--- src/rtl/ssd_ctrl_pkg.sv ---
// Shared types and constants for the SSD controller command path.
package ssd_ctrl_pkg;

  localparam int unsigned LbaWDefault = 48;

  typedef enum logic [2:0] {
    StIdle,
    StCheck,
    StIssue,
    StWaitCmp,
    StNext,
    StDone,
    StErr
  } seq_state_e;

  localparam logic [2:0] ErrNone    = 3'd0;
  localparam logic [2:0] ErrRange   = 3'd1;
  localparam logic [2:0] ErrDev     = 3'd2;
  localparam logic [2:0] ErrTimeout = 3'd3;
  localparam logic [2:0] ErrAbort   = 3'd4;

endpackage

--- src/rtl/cmd_watchdog.sv ---
// Clear/enable cycle counter; expired_o flags the cycle on which the count sits at TIMEOUT_CYC-1.
module cmd_watchdog #(
  parameter int unsigned TIMEOUT_CYC = 1000000
) (
  input  logic clk,
  input  logic nRST,
  input  logic clr_i,
  input  logic en_i,
  output logic expired_o
);

  localparam int unsigned CntW = (TIMEOUT_CYC > 2) ? $clog2(TIMEOUT_CYC) : 1;
  localparam logic [CntW-1:0] TermCnt = CntW'(TIMEOUT_CYC - 1);

  logic [CntW-1:0] cnt_q, cnt_d;

  assign expired_o = en_i && (cnt_q == TermCnt);

  always_comb begin
    cnt_d = cnt_q;
    if (clr_i) begin
      cnt_d = '0;
    end else if (en_i && !expired_o) begin
      cnt_d = cnt_q + 1'b1;
    end
  end

  always_ff @(posedge clk or negedge nRST) begin
    if (!nRST) begin
      cnt_q <= '0;
    end else begin
      cnt_q <= cnt_d;
    end
  end

endmodule

--- src/rtl/lba_cmd_sequencer.sv ---
// Splits an inclusive LBA range into bounded multi-sector commands, tracks completions,
// and reports done or a coded error (range, device, timeout, abort).
module lba_cmd_sequencer
  import ssd_ctrl_pkg::*;
#(
  parameter int unsigned LBA_W       = LbaWDefault,
  parameter int unsigned CNT_W       = 16,
  parameter int unsigned MAX_CHUNK   = 256,
  parameter int unsigned TIMEOUT_CYC = 1000000
) (
  input  logic             clk,
  input  logic             nRST,
  input  logic             start_WR,
  input  logic             start_RD,
  input  logic [LBA_W-1:0] begin_LBA,
  input  logic [LBA_W-1:0] end_LBA,
  input  logic             abort,
  output logic             cmd_valid,
  input  logic             cmd_ready,
  output logic             cmd_write,
  output logic [LBA_W-1:0] cmd_lba,
  output logic [CNT_W-1:0] cmd_count,
  input  logic             cmp_valid,
  input  logic             cmp_err,
  output logic             busy,
  output logic             done,
  output logic             err,
  output logic [2:0]       err_code,
  output logic [LBA_W-1:0] sectors_done
);

  seq_state_e       state_q, state_d;
  logic             start_wr_q, start_rd_q;
  logic             dir_q, dir_d;
  logic [LBA_W-1:0] cur_lba_q, cur_lba_d;
  logic [LBA_W-1:0] end_lba_q, end_lba_d;
  logic             abort_q, abort_d;
  logic             err_q, err_d;
  logic [2:0]       err_code_q, err_code_d;
  logic [LBA_W-1:0] sectors_done_q, sectors_done_d;
  logic [LBA_W-1:0] cmd_lba_q, cmd_lba_d;
  logic [CNT_W-1:0] cmd_count_q, cmd_count_d;
  logic             cmd_write_q, cmd_write_d;

  logic             wr_edge, rd_edge;
  logic             wd_expired;
  logic [LBA_W:0]   remain;
  logic [CNT_W-1:0] chunk;
  logic [LBA_W:0]   last_lba;

  assign wr_edge = start_WR & ~start_wr_q;
  assign rd_edge = start_RD & ~start_rd_q;

  // One extra bit so a full 0..2^LBA_W-1 range does not wrap to zero.
  assign remain   = {1'b0, end_lba_q} - {1'b0, cur_lba_q} + (LBA_W+1)'(1);
  assign chunk    = (remain > (LBA_W+1)'(MAX_CHUNK)) ? CNT_W'(MAX_CHUNK) : remain[CNT_W-1:0];
  assign last_lba = {1'b0, cmd_lba_q} + (LBA_W+1)'(cmd_count_q) - (LBA_W+1)'(1);

  cmd_watchdog #(
    .TIMEOUT_CYC(TIMEOUT_CYC)
  ) u_watchdog (
    .clk      (clk),
    .nRST     (nRST),
    .clr_i    (state_q == StIssue && cmd_ready),
    .en_i     (state_q == StWaitCmp),
    .expired_o(wd_expired)
  );

  always_comb begin
    state_d        = state_q;
    dir_d          = dir_q;
    cur_lba_d      = cur_lba_q;
    end_lba_d      = end_lba_q;
    abort_d        = abort_q;
    err_d          = err_q;
    err_code_d     = err_code_q;
    sectors_done_d = sectors_done_q;
    cmd_lba_d      = cmd_lba_q;
    cmd_count_d    = cmd_count_q;
    cmd_write_d    = cmd_write_q;

    if (state_q != StIdle && abort) begin
      abort_d = 1'b1;
    end

    case (state_q)
      StIdle: begin
        if (wr_edge || rd_edge) begin
          dir_d          = wr_edge;
          cur_lba_d      = begin_LBA;
          end_lba_d      = end_LBA;
          err_d          = 1'b0;
          err_code_d     = ErrNone;
          sectors_done_d = '0;
          abort_d        = 1'b0;
          state_d        = StCheck;
        end
      end
      StCheck: begin
        if (abort_q) begin
          err_d      = 1'b1;
          err_code_d = ErrAbort;
          state_d    = StErr;
        end else if (cur_lba_q > end_lba_q) begin
          err_d      = 1'b1;
          err_code_d = ErrRange;
          state_d    = StErr;
        end else begin
          cmd_lba_d   = cur_lba_q;
          cmd_count_d = chunk;
          cmd_write_d = dir_q;
          state_d     = StIssue;
        end
      end
      StIssue: begin
        if (cmd_ready) begin
          state_d = StWaitCmp;
        end
      end
      StWaitCmp: begin
        // A completion arriving on the expiry cycle takes priority over the timeout.
        if (cmp_valid) begin
          if (cmp_err) begin
            err_d      = 1'b1;
            err_code_d = ErrDev;
            state_d    = StErr;
          end else begin
            sectors_done_d = sectors_done_q + LBA_W'(cmd_count_q);
            state_d        = StNext;
          end
        end else if (wd_expired) begin
          err_d      = 1'b1;
          err_code_d = ErrTimeout;
          state_d    = StErr;
        end
      end
      StNext: begin
        if (last_lba == {1'b0, end_lba_q}) begin
          state_d = StDone;
        end else begin
          cur_lba_d = cur_lba_q + LBA_W'(cmd_count_q);
          state_d   = StCheck;
        end
      end
      StDone:  state_d = StIdle;
      StErr:   state_d = StIdle;
      default: state_d = StIdle;
    endcase
  end

  always_ff @(posedge clk or negedge nRST) begin
    if (!nRST) begin
      state_q        <= StIdle;
      start_wr_q     <= 1'b0;
      start_rd_q     <= 1'b0;
      dir_q          <= 1'b0;
      cur_lba_q      <= '0;
      end_lba_q      <= '0;
      abort_q        <= 1'b0;
      err_q          <= 1'b0;
      err_code_q     <= ErrNone;
      sectors_done_q <= '0;
      cmd_lba_q      <= '0;
      cmd_count_q    <= '0;
      cmd_write_q    <= 1'b0;
    end else begin
      state_q        <= state_d;
      start_wr_q     <= start_WR;
      start_rd_q     <= start_RD;
      dir_q          <= dir_d;
      cur_lba_q      <= cur_lba_d;
      end_lba_q      <= end_lba_d;
      abort_q        <= abort_d;
      err_q          <= err_d;
      err_code_q     <= err_code_d;
      sectors_done_q <= sectors_done_d;
      cmd_lba_q      <= cmd_lba_d;
      cmd_count_q    <= cmd_count_d;
      cmd_write_q    <= cmd_write_d;
    end
  end

  assign cmd_valid    = (state_q == StIssue);
  assign busy         = (state_q == StCheck) || (state_q == StIssue) ||
                        (state_q == StWaitCmp) || (state_q == StNext);
  assign done         = (state_q == StDone);
  assign cmd_write    = cmd_write_q;
  assign cmd_lba      = cmd_lba_q;
  assign cmd_count    = cmd_count_q;
  assign err          = err_q;
  assign err_code     = err_code_q;
  assign sectors_done = sectors_done_q;

endmodule

--- config.mk ---
export PLATFORM = sky130hd
export DESIGN_NAME = lba_cmd_sequencer
export DESIGN_NICKNAME = d
export VERILOG_FILES = /design/src/rtl/ssd_ctrl_pkg.sv /design/src/rtl/cmd_watchdog.sv /design/src/rtl/lba_cmd_sequencer.sv
export SDC_FILE = /design/constraint.sdc
export NUM_CORES = 1
export LEC_CHECK = 0
export ABC_AREA = 1
export BUFFER_PORTS_ARGS = -buffer_cell sky130_fd_sc_hd__buf_2
export CELL_PAD_IN_SITES_DETAIL_PLACEMENT = 0
export CELL_PAD_IN_SITES_GLOBAL_PLACEMENT = 1
export CORE_MARGIN = 3
export CORE_UTILIZATION = 48
export CTS_BUF_LIST = sky130_fd_sc_hd__clkbuf_4
export CTS_CLUSTER_DIAMETER = 50
export DETAILED_ROUTE_END_ITERATION = 10
export MAX_ROUTING_LAYER = met4
export PLACE_DENSITY = 0.95
export RECOVER_POWER = 100
export SETUP_SLACK_MARGIN = 0.3
export SYNTH_ARGS = -nofsm -noshare
export SYNTH_HDL_FRONTEND = slang
export SYNTH_SLANG_ARGS = --single-unit
--- constraint.sdc ---
create_clock -name clk -period 6.1 [get_ports clk]
set_input_delay 0.305 -clock clk [delete_from_list [all_inputs] [get_ports clk]]
set_output_delay 0.305 -clock clk [all_outputs]
set_load 0.005 [all_outputs]
==> results.cfg <==
[sta]
finClkSkew_ns = 0.0613
relSlewSlack_pct = -220
hold_slack_ns = 0.0254
fmax_ghz = 0.189
hold_violations = 0
setup_viol = 0
min_period_over_period_pct = 86.5
period_minus_slack_ns = 5.28
worst_pin_slew_ns = 4.80
tns_ns = 0
rsz0062_at_grt = no
slew_violations = 266

[route]
drt_pass1_iterations = 5
drt-total-wl_microns = 84700
wl_met2_microns = 38600
drtIter0Drc = 2107
viasPerCell = 5.48
top_layer = met4
drc = 0
postRouteAntennaNets = 0
route.met3.wl_microns = 6590
vias = 25048
drt-wirelength-per-cell_microns = 18.5
met1_length_microns = 36200

[worst_setup_path]
path_max_fanout = 54
start_kind = flip-flop
r2r_slack_ns = 0.82
critical_path_arrival_ns = 5.89
timing.rr.end = cmd_write$_DFFE_PN0P_
cp_cell_sequence = inv_1, ha_1, nand4_1, inv_1, nand4_1, nor4_1, nand3_1, nand3_1, nand2_1, nand2_1, clkinv_1, nand2_1, nand2_1
cp-startpoint = cur_lba_q[45]$_DFFE_PN0P_
reg2reg_from = cur_lba_q[45]$_DFFE_PN0P_
critPathCaptureType = flip-flop
critical_path.slowest_cell = nand2_1
crit_path_frequent_cell = nand2_1
crit_path_max_incr_delay_ns = 1.35
critical_path_class = reg2reg
reg2reg_depth = 13
critical_path_required_ns = 6.72

[worst_hold_path]
hold_class = in2reg
worstHoldEndpoint = state_q[2]$_DFFE_PN0P_
whs_path_depth = 5
holdCritStartpoint = cmd_ready

[yosys]
synth_simple_gate_area_share_pct = 32.8
yosysSeqAreaShare_pct = 26.2
synth_mux_area_share_pct = 0
synth-edff-count = 0
synth_area_leaders = dfrtp_1, nand2_1, ha_1, inv_1, nor2_1
synth-compound-area-share_pct = 13.5
syn_nets = 3920
synth_area_per_cell_sq_um = 6.42
synth_xor_area_share_pct = 4.01
synthAdderAreaFrac_pct = 13.3
ys_warn_count = 0
ys.flop_type = dfrtp_1
yosysTopAreaCell = dfrtp_1
async_reset_ff_share_pct = 100
synth_seq_cells = 240
synth_top_family_by_area = simple AND/OR/NAND/NOR gates
synth_area_sq_um = 22900
synth.top_cell.area_share_pct = 26.2
syn_inst = 3575
yosys.cell_types.count = 52

[floorplanning]
die_y_microns = 225
ios = 224
start_util_pct = 49.0
row_count = 79
dieArea_sq_um = 50500
core-area_sq_um = 46900
die_w_microns = 225

[global_routing]
antenna_found_initial = 3
grt_usage_pct = 34.0
grt_pass1_vias = 24418
grt_overflow = 0
grt_pass1_wl_microns = 131000
grt_max_degree = 158

[place]
port_buffers = 223
place_congestion = 1.03
dpl.hpwl_microns = 68000
dpl-instance-area_sq_um = 24700

[layout]
drive_gt1_share_pct = 7.04
layout_commonest_cell = nand2_1
area_delta_synth_final_pct = 15.0
fill_cells = 4797
area.sequential_sq_um = 6010
mostFrequentLayoutCells = nand2_1, inv_1, nor2_1
final_area_sq_um = 26400
nets = 4268
multi_input_area_sq_um = 14600

[cts]
ctsRootBufferMaster = clkbuf_4
cts_max_path_buffers = 3
clkLatencyLatePin_ns = 0.76
cts_setup_buffers = 0
ctsHtreeMaxLevel = 3
tritoncts = done
cts.reportedPaths.clkPinSlew_ns = 0.06
clkSinkCount = 240
cts_made_buffers = 66

[pwr]
p_leak_nw = 13.8
vdd_drop_max_mv = 0.257
pwr-share-comb_pct = 74.1
power_frac_clock_pct = 8.7
powerDensity_nw_per_um2 = 657
p_switching_mw = 10.2
power.share.switching_pct = 58.7
seq_power_share_pct = 17.2
total_power_mw = 17.3
p_int_mw = 7.15

[status]
outcome = finished, violations left
violations = capacitance limit, slew limit

[run]
maxCapViolations = 4
-- worst max-delay path, delay by kind of cell (launching register included) --
kind	cells	cell delay [ns]
adder cells (fa/ha/maj)	1	0.38
buffers and inverters	3	1.13
flip-flops	1	0.49
AND/OR/NAND/NOR	9	3.13
-- metal layers --
metal | global-route usage [%] | vias up
met3 | 4.69 | 199
li1 | - | 12310
met2 | 54.5 | 1005
met1 | 44.0 | 11534
met5 | - | -
met4 | 12.4 | 0
-- sequential cells by signal, summed over array words and instances, names as in the netlist --
register,cells
abort_q,1
cmd_count,16
cmd_lba,48
cmd_write,1
cur_lba_q,48
dir_q,1
end_lba_q,48
err,1
err_code,3
sectors_done,48
start_rd_q,1
start_wr_q,1
state_q,3
u_watchdog.cnt_q,20
-- final cells by class --
cell class                 instances  share of cell area (%)
tap                              607                    2.88
timing repair buffer             334                    7.99
antenna                            5                  0.0474
clock buffer                      87                    2.48
clock inverter                    20                   0.593
multi-input combinational       2725                    55.3
inverter                         556                    7.91
sequential                       240                    22.8
-- cells in the mapped netlist (15+ instances only) --
cell type / instances
nand2_1: 1053
inv_1: 538
nor2_1: 329
o21ai_0: 244
dfrtp_1: 240
ha_1: 236
a21oi_1: 228
nand3_1: 220
nor3_1: 75
xor2_1: 69
nand4_1: 54
clkbuf_1: 38
xnor2_1: 36
nand3b_1: 23
nor4_1: 23
a21o_1: 17
inv_2: 15
-- power by group through the flow --
stage / sequential, mW / clock, mW / combinational, mW
after detailed placement: 2.94 / 0 / 12.5
after global placement: 2.93 / 0 / 12.5
after floorplan: 2.54 / 0 / 9.18
after global routing: 3.01 / 1.62 / 14.4
after CTS: 2.92 / 1.54 / 12.6
final: 2.98 / 1.51 / 12.8
-- stage by stage --
step / util [%] / cells / setup slack (ns)
2_1_floorplan: - / 3575 / 2.81
3_3_place_gp: 52.7 / 4360 / 1.53
3_5_place_dp: 52.7 / 4360 / 1.48
4_1_cts: 56.6 / 4569 / 1.40
5_1_grt: 56.3 / 4574 / 0.531
6_report: 56.3 / 4574 / 0.822
-- how the worst max path moves through the flow --
stage / depth (start not counted) / slack [ns] / end
3_3_place_gp: 24 / 1.53 / cur_lba_q[6]$_DFFE_PN0P_
4_1_cts: 24 / 1.40 / cur_lba_q[47]$_DFFE_PN0P_
6_report: 13 / 0.82 / cmd_write$_DFFE_PN0P_
3_5_place_dp: 24 / 1.48 / cur_lba_q[31]$_DFFE_PN0P_
2_1_floorplan: 25 / 2.81 / cur_lba_q[11]$_DFFE_PN0P_
5_1_grt: 8 / 0.53 / busy
-- logic make-up after synthesis --
logic type      Yosys count
compound gates          573
xor+xnor                105
fa+ha+maj               241
buf+inv                 610
flops                   240
simple gates           1806
-- timing repair --
action                                 4_1_cts  5_1_grt
setup endpoints to repair                    0        0
endpoints found under the hold margin      186        0
hold buffers                               102        0
resized for setup                            0        0
No activity file was read; power rests on OpenSTA's default activity.
